--- config.mk ---
export PLATFORM = sky130hd
export DESIGN_NAME = and_gate_flat
export DESIGN_NICKNAME = d
export VERILOG_FILES = /design/src/rtl/and_gate_if.sv /design/src/rtl/and_gate.sv /design/src/flat_wrapper.sv
export SDC_FILE = /design/constraint.sdc
export NUM_CORES = 1
export LEC_CHECK = 0
export ABC_AREA = 1
export BUFFER_PORTS_ARGS = -buffer_cell sky130_fd_sc_hd__buf_2
export CAP_MARGIN = 10
export CORE_AREA = 2 2 41 50
export CTS_BUF_LIST = sky130_fd_sc_hd__clkbuf_4 sky130_fd_sc_hd__clkbuf_8
export DETAILED_ROUTE_END_ITERATION = 7
export DIE_AREA = 0 0 43 52
export GPL_ROUTABILITY_DRIVEN = 0
export PLACE_DENSITY = 0.67
export RECOVER_POWER = 100
export SLEW_MARGIN = 0
export SYNTH_ARGS = -nofsm -noshare
export SYNTH_HDL_FRONTEND = slang
export SYNTH_SLANG_ARGS = --single-unit
--- constraint.sdc ---
create_clock -name clk -period 4 [get_ports clk]
set_clock_uncertainty 0.2 [all_clocks]
set_input_delay 0.4 -clock clk [delete_from_list [all_inputs] [get_ports clk]]
set_output_delay 0.4 -clock clk [all_outputs]
set_load 0.01 [all_outputs]
--- src/rtl/and_gate_if.sv ---
// Bundles the AND operands with the immediate, registered and activity outputs.
// The driver of a/b uses master; and_gate uses slave.
interface and_gate_if #(
  parameter int WIDTH = 1,
  parameter int CNT_W = 8
);
  logic [WIDTH-1:0] a;
  logic [WIDTH-1:0] b;
  logic [WIDTH-1:0] y;
  logic             y_all;
  logic [WIDTH-1:0] y_q;
  logic             rise;
  logic             fall;
  logic [CNT_W-1:0] hi_count;

  modport master (
    output a, b,
    input  y, y_all, y_q, rise, fall, hi_count
  );

  modport slave (
    input  a, b,
    output y, y_all, y_q, rise, fall, hi_count
  );
endinterface

--- src/rtl/and_gate.sv ---
// Bitwise AND with a clock-free combinational result plus a registered shadow,
// all-ones edge pulses and a saturating count of cycles spent all-ones.
module and_gate #(
  parameter int WIDTH = 1,
  parameter int CNT_W = 8
) (
  input logic       clk,
  input logic       rst,
  and_gate_if.slave bus
);

  logic [WIDTH-1:0] y_c;
  logic             y_all_c;
  logic             y_all_d;
  logic [WIDTH-1:0] y_q_r;
  logic             rise_r;
  logic             fall_r;
  logic [CNT_W-1:0] hi_count_r;

  // Kept independent of clk/rst so the gate works with the clock stopped.
  assign y_c      = bus.a & bus.b;
  assign y_all_c  = &y_c;
  assign bus.y    = y_c;
  assign bus.y_all = y_all_c;

  assign bus.y_q      = y_q_r;
  assign bus.rise     = rise_r;
  assign bus.fall     = fall_r;
  assign bus.hi_count = hi_count_r;

  // Edges are judged only between consecutive samples, so sub-cycle glitches vanish.
  always_ff @(posedge clk or posedge rst) begin
    if (rst) begin
      y_q_r      <= '0;
      y_all_d    <= 1'b0;
      rise_r     <= 1'b0;
      fall_r     <= 1'b0;
      hi_count_r <= '0;
    end else begin
      y_q_r   <= y_c;
      y_all_d <= y_all_c;
      rise_r  <= y_all_c & ~y_all_d;
      fall_r  <= ~y_all_c & y_all_d;
      if (y_all_c && (hi_count_r != {CNT_W{1'b1}}))
        hi_count_r <= hi_count_r + CNT_W'(1);
    end
  end

endmodule

--- src/flat_wrapper.sv ---
// flat-port wrapper written by rule: the top's interface ports become plain ports
module and_gate_flat 
#(
  parameter int WIDTH = 1,
  parameter int CNT_W = 8
)
  (clk, rst, bus_a, bus_b, bus_y, bus_y_all, bus_y_q, bus_rise, bus_fall, bus_hi_count);
  and_gate_if #(.WIDTH(WIDTH), .CNT_W(CNT_W)) bus_i ();
  input logic clk;
  input logic rst;
  input wire logic [$bits(bus_i.a)-1:0] bus_a;
  input wire logic [$bits(bus_i.b)-1:0] bus_b;
  output wire logic [$bits(bus_i.y)-1:0] bus_y;
  output wire logic [$bits(bus_i.y_all)-1:0] bus_y_all;
  output wire logic [$bits(bus_i.y_q)-1:0] bus_y_q;
  output wire logic [$bits(bus_i.rise)-1:0] bus_rise;
  output wire logic [$bits(bus_i.fall)-1:0] bus_fall;
  output wire logic [$bits(bus_i.hi_count)-1:0] bus_hi_count;
  assign bus_i.a = bus_a;
  assign bus_i.b = bus_b;
  assign bus_y = bus_i.y;
  assign bus_y_all = bus_i.y_all;
  assign bus_y_q = bus_i.y_q;
  assign bus_rise = bus_i.rise;
  assign bus_fall = bus_i.fall;
  assign bus_hi_count = bus_i.hi_count;
  and_gate #(.WIDTH(WIDTH), .CNT_W(CNT_W)) u_core (.clk(clk), .rst(rst), .bus(bus_i));
endmodule
======== Word level (Yosys, flattened, before mapping) ========
Cells that the tools add are included.
cells by class
  add/sub/neg operators ................... 1
  equality and inequality tests ........... 1
  bitwise gates (word level) .............. 5
  reduce and logical (&&, ||, !) cells .... 1
operators by type and width
  cell                                         count
  adder 8 x 1 -> 8 bit, second input constant  1
  != test 8 bit, second input constant         1
  AND 1 bit                                    3
  NOT 1 bit                                    2
  logical AND 1 bit                            1
storage, ports and cells
  register bits ........................... 11
  input port bits ......................... 4

======== Longest topological paths before layout ========
Gate-level depths: netlist (run 1).
  depth in word-level cells ............... 3
  gate-level depth with buffers ........... 8

======== Worst setup path before layout (run 1) ========
OpenSTA, ideal clock, no wires.
  path type ............................... register to register
  start ................................... reg u_core.hi_count_r[0] (netlist: u_core.bus.hi_count[0])
  end ..................................... reg u_core.hi_count_r[3] (netlist: u_core.bus.hi_count[3])
  setup time .............................. 0.116 ns
  data arrival time ....................... 1.117 ns
  data required time ...................... 3.684 ns
  path slack .............................. 2.567 ns
  stages on the path, launching flop included .. 9
  buffers on the path ..................... 0
  clock period less this slack ............ 1.433 ns
  cells stage by stage .................... dfrtp_1 -> ha_1 -> nand3_2 -> inv_2 -> nand2_4 -> nand2_8 -> inv_4 -> nand2_1 -> nand2_1
between the ends
  cells in the longest elaborated chain, start to end .. 2
  elaborated cells between the ends (all ways) .. 3
  those cells by class .................... add/sub (1); eq/ne (1); reduce/logical (1)
RTL lines
  item                                                                          line            source
  start, declared                                                               and_gate.sv:18  logic [CNT_W-1:0] hi_count_r;
  start signal, assigned                                                        and_gate.sv:45  hi_count_r <= hi_count_r + CNT_W'(1);
  parallel branches: the longest is 2 deep, another holds adder 8 x 1 -> 8 bit  -
Parallel ways; which one is timed is not known.
A chain may end at the register's enable or synchronous reset.

======== Final worst setup path (run 1) ========
  start ................................... reg u_core.hi_count_r[0] (netlist: u_core.bus.hi_count[0])
  end ..................................... reg u_core.hi_count_r[7] (netlist: u_core.bus.hi_count[7])
The elaborated chain is that of the path after synthesis.

==> run_results.csv, run 1 <==
group,metric,value,unit
global_routing,antenna_found_initial,0,
global_routing,grt_pass1_wl,1.973,mm
yosys,synth_common_cells,"nand2_1, dfrtp_1, inv_1",
yosys,synth-edff-count,0,
pwr,vdd_ir_drop_max,209.8,uV
timing,slew_headroom,71.85,%
timing,finalSetupTns,0,ns
final_layout,syn_to_final_growth,16.14,%
outcome,status,"completed",
yosys,ys_types,18,
clock_tree,clk_latency,0.26,ns
yosys,synth.avg_cell_area,7.964,um2
route,routedWlPerCell,9.903,um
clock_tree,path_clk_slew,0.07,ns
yosys,yosysMostFrequentCell,"nand2_1",
timing,hold_viol,0,
floorplanning,initial_utilization,32.98,%
timing,fmax,0.5056,GHz
final_layout,layout.nets,100,
route,drt-total-wl,1.119,mm
final_layout,drive_gt1_share,12.77,%
pwr,p_leak,0.3657,nW
final_layout,seqCellArea,275.3,um2
final_layout,diodes,0,
worst_setup_path,cp.arrival,1.93,ns
global_routing,track_usage,11.98,%
final_layout,utilization,38.31,%
pwr,power_density,455.9,nW/um2
floorplanning,ios,17,
route,viasPerCell,4.327,
flow_run,cap_violations,0,
floorplanning,fp.dieH,52,um
route,drt-initial-drc-count,5,
clock_tree,clk_path_buf_depth,2,
timing,final_max_slew_viol_count,0,
route,drcViolationCount,0,
clock_tree,root_buffer,"clkbuf_4",
timing,min_period_over_period,49.44,%
yosys,async_flop_share,100.0,%
clock_tree,post-cts-setup-buffers,0,
yosys,netlist_instances,74,
worst_setup_path,worst-setup-path-type,"reg2reg",
route,antenna_left,0,
final_layout,fin_cells,113,
floorplanning,rows,17,
yosys,yosys-top-cells-area,"dfrtp_1, nand2_1, inv_1, nand2_8, nor2_1",
final_layout,stdcell_area,684.4,um2
global_routing,grt_pass1_vias,463,
clock_tree,cts_tree,"done",
yosys,ys_seq_area_share,46.71,%
route,vias,489,
timing,worst_slew_pin_slew,0.4219,ns
place,dpl-instance-area,685.7,um2
floorplanning,core_area,1787,um2
clock_tree,cts.sinks,11,
worst_setup_path,endpoint_kind,"flip-flop",
yosys,synth_top_cell_area_share,46.71,%
place,place_inst,108,
yosys,syn_nets,79,
route,drt_first_pass_iters,2,
place,hpwl,849.3,um
global_routing,grt_max_degree,12,
min_path,hp-class,"in2reg",
global_routing,grt_remaining_overflow,0,
yosys,yosys.area.top_type,"dfrtp_1",
floorplanning,dieArea,2236,um2
worst_setup_path,cp_max_fo,9,
place,numPortBuffers,16,
yosys,yosysWarnings,0,
clock_tree,cts_buffers,3,
worst_setup_path,crit_required,3.96,ns
timing,rsz0062_at_grt,"false",
timing,setup_viol,0,
yosys,synth-seq-cells,11,
worst_setup_path,start_kind,"flip-flop",
floorplanning,die_x,43,um
timing,fin_hold_ws,0.1608,ns
final_layout,multi_input_area,245.2,um2
clock_tree,h-tree-depth,1,
yosys,synth_flop_cell,"dfrtp_1",
final_layout,n_fill_cell,196,
yosys,syn_area,589.3,um2
timing,fin_crit,1.978,ns
==> metal layers <==
layer	wire, um	track usage, %
met5	0	0
met2	480	17.93
met1	570	15.78
met3	42	2.083
met4	26	7.576
==> layout by cell type (no fill, tap or decap), drive strengths merged <==
cell,count
ha,1
clkinv,1
dlygate4sd3,1
xnor2,2
buf,3
dfrtp,11
clkbuf,16
nand3,3
nand2,36
o21ai,2
nor2,7
inv,9
clkinvlp,1
xor2,1
==> power by group <==
part | total, mW | internal (mW) | switching, mW
sequential | 0.159 | 0.130 | 0.0290
combinational | 0.0778 | 0.0322 | 0.0456
clock | 0.0749 | 0.0370 | 0.0379
==> cell families after synthesis <==
family                   Yosys count  synth area share (%)
AND/OR/NAND/NOR                   46                 36.94
flip-flops                        11                 46.71
AO/OA/AOI/OAI                      2                 1.699
XOR/XNOR                           3                 4.459
buffers and inverters             11                 8.070
adder cells (fa/ha/maj)            1                 2.123
==> final cells by class <==
| type | instances | share of cell area, % |
|---|---|---|
| tap | 19 | 3.473 |
| inverter | 10 | 5.667 |
| multi-input combinational | 52 | 35.83 |
| sequential | 11 | 40.22 |
| clock inverter | 1 | 0.7313 |
| timing repair buffer | 17 | 10.79 |
| clock buffer | 3 | 3.291 |
==> registers in the layout, indices dropped and copies added (netlist names) <==
name / cells
u_core.bus.fall: 1
u_core.bus.hi_count: 8
u_core.bus.rise: 1
u_core.y_all_d: 1
==> worst paths after layout <==
path / from / end / slack (ns) / cells past startpoint
hold / removal: bus_b / u_core.bus.rise / 0.16 / 3
hold reg to reg: u_core.y_all_d / u_core.bus.rise / 0.25 / 1
setup reg to reg: u_core.bus.hi_count[0] / u_core.bus.hi_count[7] / 2.02 / 8
max in group asynchronous: rst / u_core.bus.hi_count[5] / 2.84 / 3
setup / recovery: u_core.bus.hi_count[0] / u_core.bus.hi_count[7] / 2.02 / 8
min in group asynchronous: rst / u_core.y_all_d / 0.47 / 3
==> worst max-delay path, cell delays in order, from the launching register on <==
cell        delay (ns)
dfrtp_1           0.45
ha_1              0.22
nand3_1           0.14
inv_1             0.13
nand2_4           0.04
nand2_1           0.23
clkinvlp_2        0.28
nand2_1           0.12
nand2_1           0.06
==> per-stage QoR <==
stage                     total power [mW]  worst slack, ns
after floorplan                     0.2129            2.567
after global placement              0.2451            2.555
after detailed placement            0.2482            2.519
after CTS                           0.3248            2.488
after global routing                0.3381            1.845
final                               0.3120            2.022
==> timing repair <==
item / 4_1_cts / 5_1_grt
hold buffers: 1 / 0
gates resized for setup: 0 / 0
hold endpoints to repair: 11 / 0
No activity file was read; power rests on OpenSTA's default activity.
==> inputs of run 2 (changes only) <==
- clock period: 4 -> 1.86 ns (I/O delays scaled with it)
==> run 2 against run 1 <==
Global-route usage grew 0.67 points. Worst setup slack lost 1.8 ns. Hold slack worse by 0.061 ns.
==> run_results.csv, run 2 (same netlist as run 1, synthesis figures left out) <==
group,metric,value,unit
outcome,status,"completed",
clock_tree,cts.sinks,11,
timing,rsz0062_at_grt,"false",
timing,finalSetupTns,0,ns
route,routedWlPerCell,10.23,um
timing,worst_slew_pin_slew,0.4278,ns
pwr,p_switching,0.2507,mW
worst_setup_path,cp_max_fo,6,
timing,fmax,0.6005,GHz
clock_tree,root_buffer,"clkbuf_4",
timing,fin_hold_ws,0.09977,ns
clock_tree,clk_path_buf_depth,2,
place,pre_cts_ws,0.3939,ns
pwr,vdd_ir_drop_max,447.2,uV
final_layout,diodes,0,
worst_setup_path,crit_required,1.47,ns
timing,final_max_slew_viol_count,0,
floorplanning,ios,17,
floorplanning,fp.dieH,52,um
route,drt-initial-drc-count,9,
route,drcViolationCount,0,
timing,fin_crit,1.665,ns
route,drt_first_pass_iters,4,
min_path,hp-class,"in2reg",
floorplanning,initial_utilization,32.98,%
route,drt-total-wl,1.177,mm
final_layout,largest_reg_flops,8,
pwr,p_sw_share,36.63,%
floorplanning,core_area,1787,um2
floorplanning,rows,17,
route,viasPerCell,4.487,
clock_tree,h-tree-depth,1,
route,antenna_left,0,
place,hpwl,870.2,um
pwr,p_leak,0.3814,nW
timing,slew_headroom,71.45,%
pwr,p_seq_share,49.9,%
clock_tree,cts_tree,"done",
timing,fin_ws,0.1946,ns
final_layout,drive_gt1_share,13.54,%
global_routing,grt_pass1_vias,463,
clock_tree,path_clk_slew,0.07,ns
final_layout,final_cell_mix,"nand2_1, clkbuf_1, dfrtp_1, inv_1, nor2_1",
timing,setup_viol,0,
pwr,pwr-share-clk,24.4,%
global_routing,grt_max_degree,12,
worst_setup_path,endpoint_kind,"primary output",
worst_setup_path,cp.arrival,1.28,ns
route,vias,516,
floorplanning,die_x,43,um
clock_tree,cts_buffers,3,
flow_run,cap_violations,0,
global_routing,grt_remaining_overflow,0,
floorplanning,dieArea,2236,um2
global_routing,track_usage,12.64,%
worst_setup_path,start_kind,"input pin",
global_routing,grt_pass1_wl,1.973,mm
global_routing,antenna_found_initial,0,
final_layout,layout.nets,102,
final_layout,syn_to_final_growth,22.51,%
timing,hold_viol,0,
place,numPortBuffers,16,
clock_tree,clk_latency,0.27,ns
pwr,power_density,947.9,nW/um2
pwr,power.total,0.6843,mW
pwr,power_frac_comb,25.6,%
final_layout,final_common_cell,"nand2_1",
worst_setup_path,worst-setup-path-type,"in2out",
pwr,internal_power,0.4336,mW
timing,min_period_over_period,89.54,%
-- run 2: cell count changes in the layout (fill, tap and decap cells not counted) --
cell	change
clkinvlp_2	-1
nand2_1	-1
nand2_8	+1
inv_4	+1
dlygate4sd3_1	+2
-- run 2: power groups by stage --
stage | Sequential (mW) | Combinational, mW | Clock [mW]
floorplan | 0.356 | 0.102 | 0
global placement | 0.345 | 0.183 | 0
detailed placement | 0.348 | 0.185 | 0
CTS | 0.343 | 0.190 | 0.175
global route | 0.351 | 0.197 | 0.189
finish | 0.342 | 0.175 | 0.167
-- run 2: area by class of cell --
cell class | instances | area [um2]
Timing Repair Buffer | 19 | 93.84
Sequential cell | 11 | 275.3
Fill cell | 202 | 1065
Multi-Input combinational cell | 52 | 261.5
Tap cell | 19 | 23.77
Clock buffer | 3 | 22.52
Inverter | 10 | 40.04
Clock inverter | 1 | 5.005
-- run 2: timing repair --
action	4_1_cts	5_1_grt
setup buffers	0	0
hold endpoints to repair	12	0
hold buffers	3	0
resized for setup	0	0
-- run 2: metal layers --
layer / track usage, % / wire length, um
met3: 2.083 / 51
met2: 19.95 / 544
met5: 0 / 0
met4: 12.12 / 52
met1: 14.13 / 529
-- run 2: critical path, stage by stage --
cell	delay (ns)
dlygate4sd3_1	0.52
buf_2	0.09
nand2_1	0.05
inv_1	0.23
clkbuf_1	0.19
-- run 2: through the flow --
stage,utilization [%],instances,area (um2)
detailed placement,38.38,108,685.7
floorplan,-,74,589.3
finish,40.41,115,721.9
global route,40.41,115,721.9
global placement,38.38,108,685.7
CTS,41.60,115,743.2
-- run 2: final timing paths --
kind                                        start                endpoint  slack, ns  cells after the start
max                                         bus_b                   bus_y       0.19                      5
min reg2reg                        u_core.y_all_d         u_core.bus.rise       0.24                      1
max in group asynchronous                     rst  u_core.bus.hi_count[7]       0.92                      3
max reg2reg                u_core.bus.hi_count[0]  u_core.bus.hi_count[4]       0.31                      8
min in group asynchronous                     rst         u_core.bus.rise       0.24                      3
min                                         bus_a          u_core.y_all_d        0.1                      3
==> inputs of run 3 (changes only) <==
- CELL_PAD_IN_SITES_DETAIL_PLACEMENT: unset -> 1
- CELL_PAD_IN_SITES_GLOBAL_PLACEMENT: unset -> 1
- PLACE_DENSITY: 0.67 -> 0.84
==> run 3 against run 2 <==
Global-route usage increased by 2.7 points. Flip-flop and latch count unchanged. Die area unchanged. Total power increased by 3.1%. Critical endpoint is now bus_y_all. Largest cell class unchanged.
==> run_results.csv, run 3 (same netlist as run 1, synthesis figures left out) <==
group,metric,value,unit
floorplanning,ios,17,
worst_setup_path,r2r_setup_slack,0.28,ns
route,drt_first_pass_iters,4,
final_layout,diodes,0,
worst_setup_path,rr_endpoint,"u_core.bus.hi_count[1]",
floorplanning,fp.dieH,52,um
final_layout,stdcell_area,724.4,um2
timing,fmax,0.5979,GHz
pwr,p_leak,0.3821,nW
global_routing,grt_pass1_vias,527,
final_layout,largest_reg_flops,8,
clock_tree,cts_tree,"done",
clock_tree,clk_path_buf_depth,2,
floorplanning,core_area,1787,um2
outcome,status,"completed",
floorplanning,dieArea,2236,um2
route,antenna_left,0,
floorplanning,rows,17,
final_layout,utilization,40.55,%
timing,fin_crit,1.673,ns
final_layout,syn_to_final_growth,22.93,%
clock_tree,root_buffer,"clkbuf_4",
worst_setup_path,reg2regPathDepth,8,
worst_setup_path,endpoint_kind,"primary output",
route,vias,531,
clock_tree,h-tree-depth,1,
timing,hold_viol,0,
final_layout,drive_gt1_share,13.54,%
route,viasPerCell,4.617,
flow_run,cap_violations,0,
timing,min_period_over_period,89.93,%
min_path,hp-class,"in2reg",
floorplanning,die_x,43,um
final_layout,final_cell_mix,"nand2_1, clkbuf_1, dfrtp_1, inv_1, nor2_1",
clock_tree,cts_buffers,3,
global_routing,grt_pass1_wl,2.366,mm
clock_tree,cts.repair.resized,0,
min_path,holdCritStartpoint,"bus_a",
timing,final_max_slew_viol_count,0,
place,numPortBuffers,16,
global_routing,antenna_found_initial,0,
final_layout,layout.nets,102,
pwr,power_density,973.8,nW/um2
timing,rsz0062_at_grt,"false",
timing,worst_slew_pin_slew,0.4415,ns
route,drcViolationCount,0,
route,drt-total-wl,1.376,mm
place,dpl-instance-area,685.7,um2
worst_setup_path,cp.arrival,1.29,ns
clock_tree,path_clk_slew,0.07,ns
route,drt-initial-drc-count,1,
floorplanning,initial_utilization,32.98,%
worst_setup_path,reg2reg_from,"u_core.bus.hi_count[0]",
global_routing,grt_remaining_overflow,0,
pwr,vdd_ir_drop_max,345.6,uV
worst_setup_path,cp_max_fo,6,
worst_setup_path,crit_required,1.47,ns
global_routing,track_usage,15.39,%
final_layout,final_common_cell,"nand2_1",
worst_setup_path,start_kind,"input pin",
timing,finalSetupTns,0,ns
route,routedWlPerCell,11.97,um
clock_tree,cts.sinks,11,
timing,setup_viol,0,
worst_setup_path,crit_end,"bus_y_all",
clock_tree,clk_latency,0.28,ns
worst_setup_path,worst-setup-path-type,"in2out",
place,hpwl,1.052,mm
global_routing,grt_max_degree,12,
timing,slew_headroom,70.53,%
worst_setup_path,cp-startpoint,"bus_b",
-- run 3: changes by cell type in the layout (fill, tap and decap cells not counted) --
cell      change
clkbuf_4      +1
clkinv_2      -1
-- run 3: worst min-delay path by stage --
stage                        endpoint  depth (start not counted)
6_report               u_core.y_all_d                          3
5_1_grt                u_core.y_all_d                          3
3_5_place_dp   u_core.bus.hi_count[1]                          2
4_1_cts                u_core.y_all_d                          3
2_1_floorplan         u_core.bus.fall                          1
3_3_place_gp   u_core.bus.hi_count[1]                          2
-- run 3: through the flow --
stage          power (mW)  std cells  setup slack [ns]  hold slack (ns)
6_report           0.7055        115            0.1874           0.1048
5_1_grt            0.7681        115            0.1338           0.1171
4_1_cts            0.7359        115            0.2848          0.02611
3_5_place_dp       0.5427        108            0.3482         0.009114
3_3_place_gp       0.5312        108            0.4218        -0.002953
2_1_floorplan      0.4578         74            0.4270          -0.1616
-- run 3: what timing repair did --
item | CTS | global route
hold endpoints to repair | 12 | 0
setup endpoints to repair | 0 | 0
setup buffers | 0 | 0
hold buffers | 3 | 0
-- run 3: layer usage --
layer	global-route usage, %	vias to the layer above	part of all wire [%]
met4	16.67	0	5.9
met2	24.24	15	49
met5	0	-	0
met3	2.431	7	3.6
met1	16.49	247	42
li1	-	262	-
-- run 3: power by group --
part	internal, mW	switching (mW)
combinational	0.0747	0.105
sequential	0.280	0.0610
clock	0.0980	0.0861
total	0.453	0.252
-- run 3: cell type report --
class | count | area, um2
Multi-Input combinational cell | 52 | 261.5
Inverter | 10 | 40.04
Sequential cell | 11 | 275.3
Tap cell | 19 | 23.77
Timing Repair Buffer | 19 | 93.84
Clock buffer | 4 | 30.03
Fill cell | 248 | 1062
-- run 3: worst max-delay path, stage by stage --
cell and delay (ns):
dlygate4sd3_1 0.52, buf_2 0.10, nand2_1 0.05, inv_1 0.23, clkbuf_1 0.19
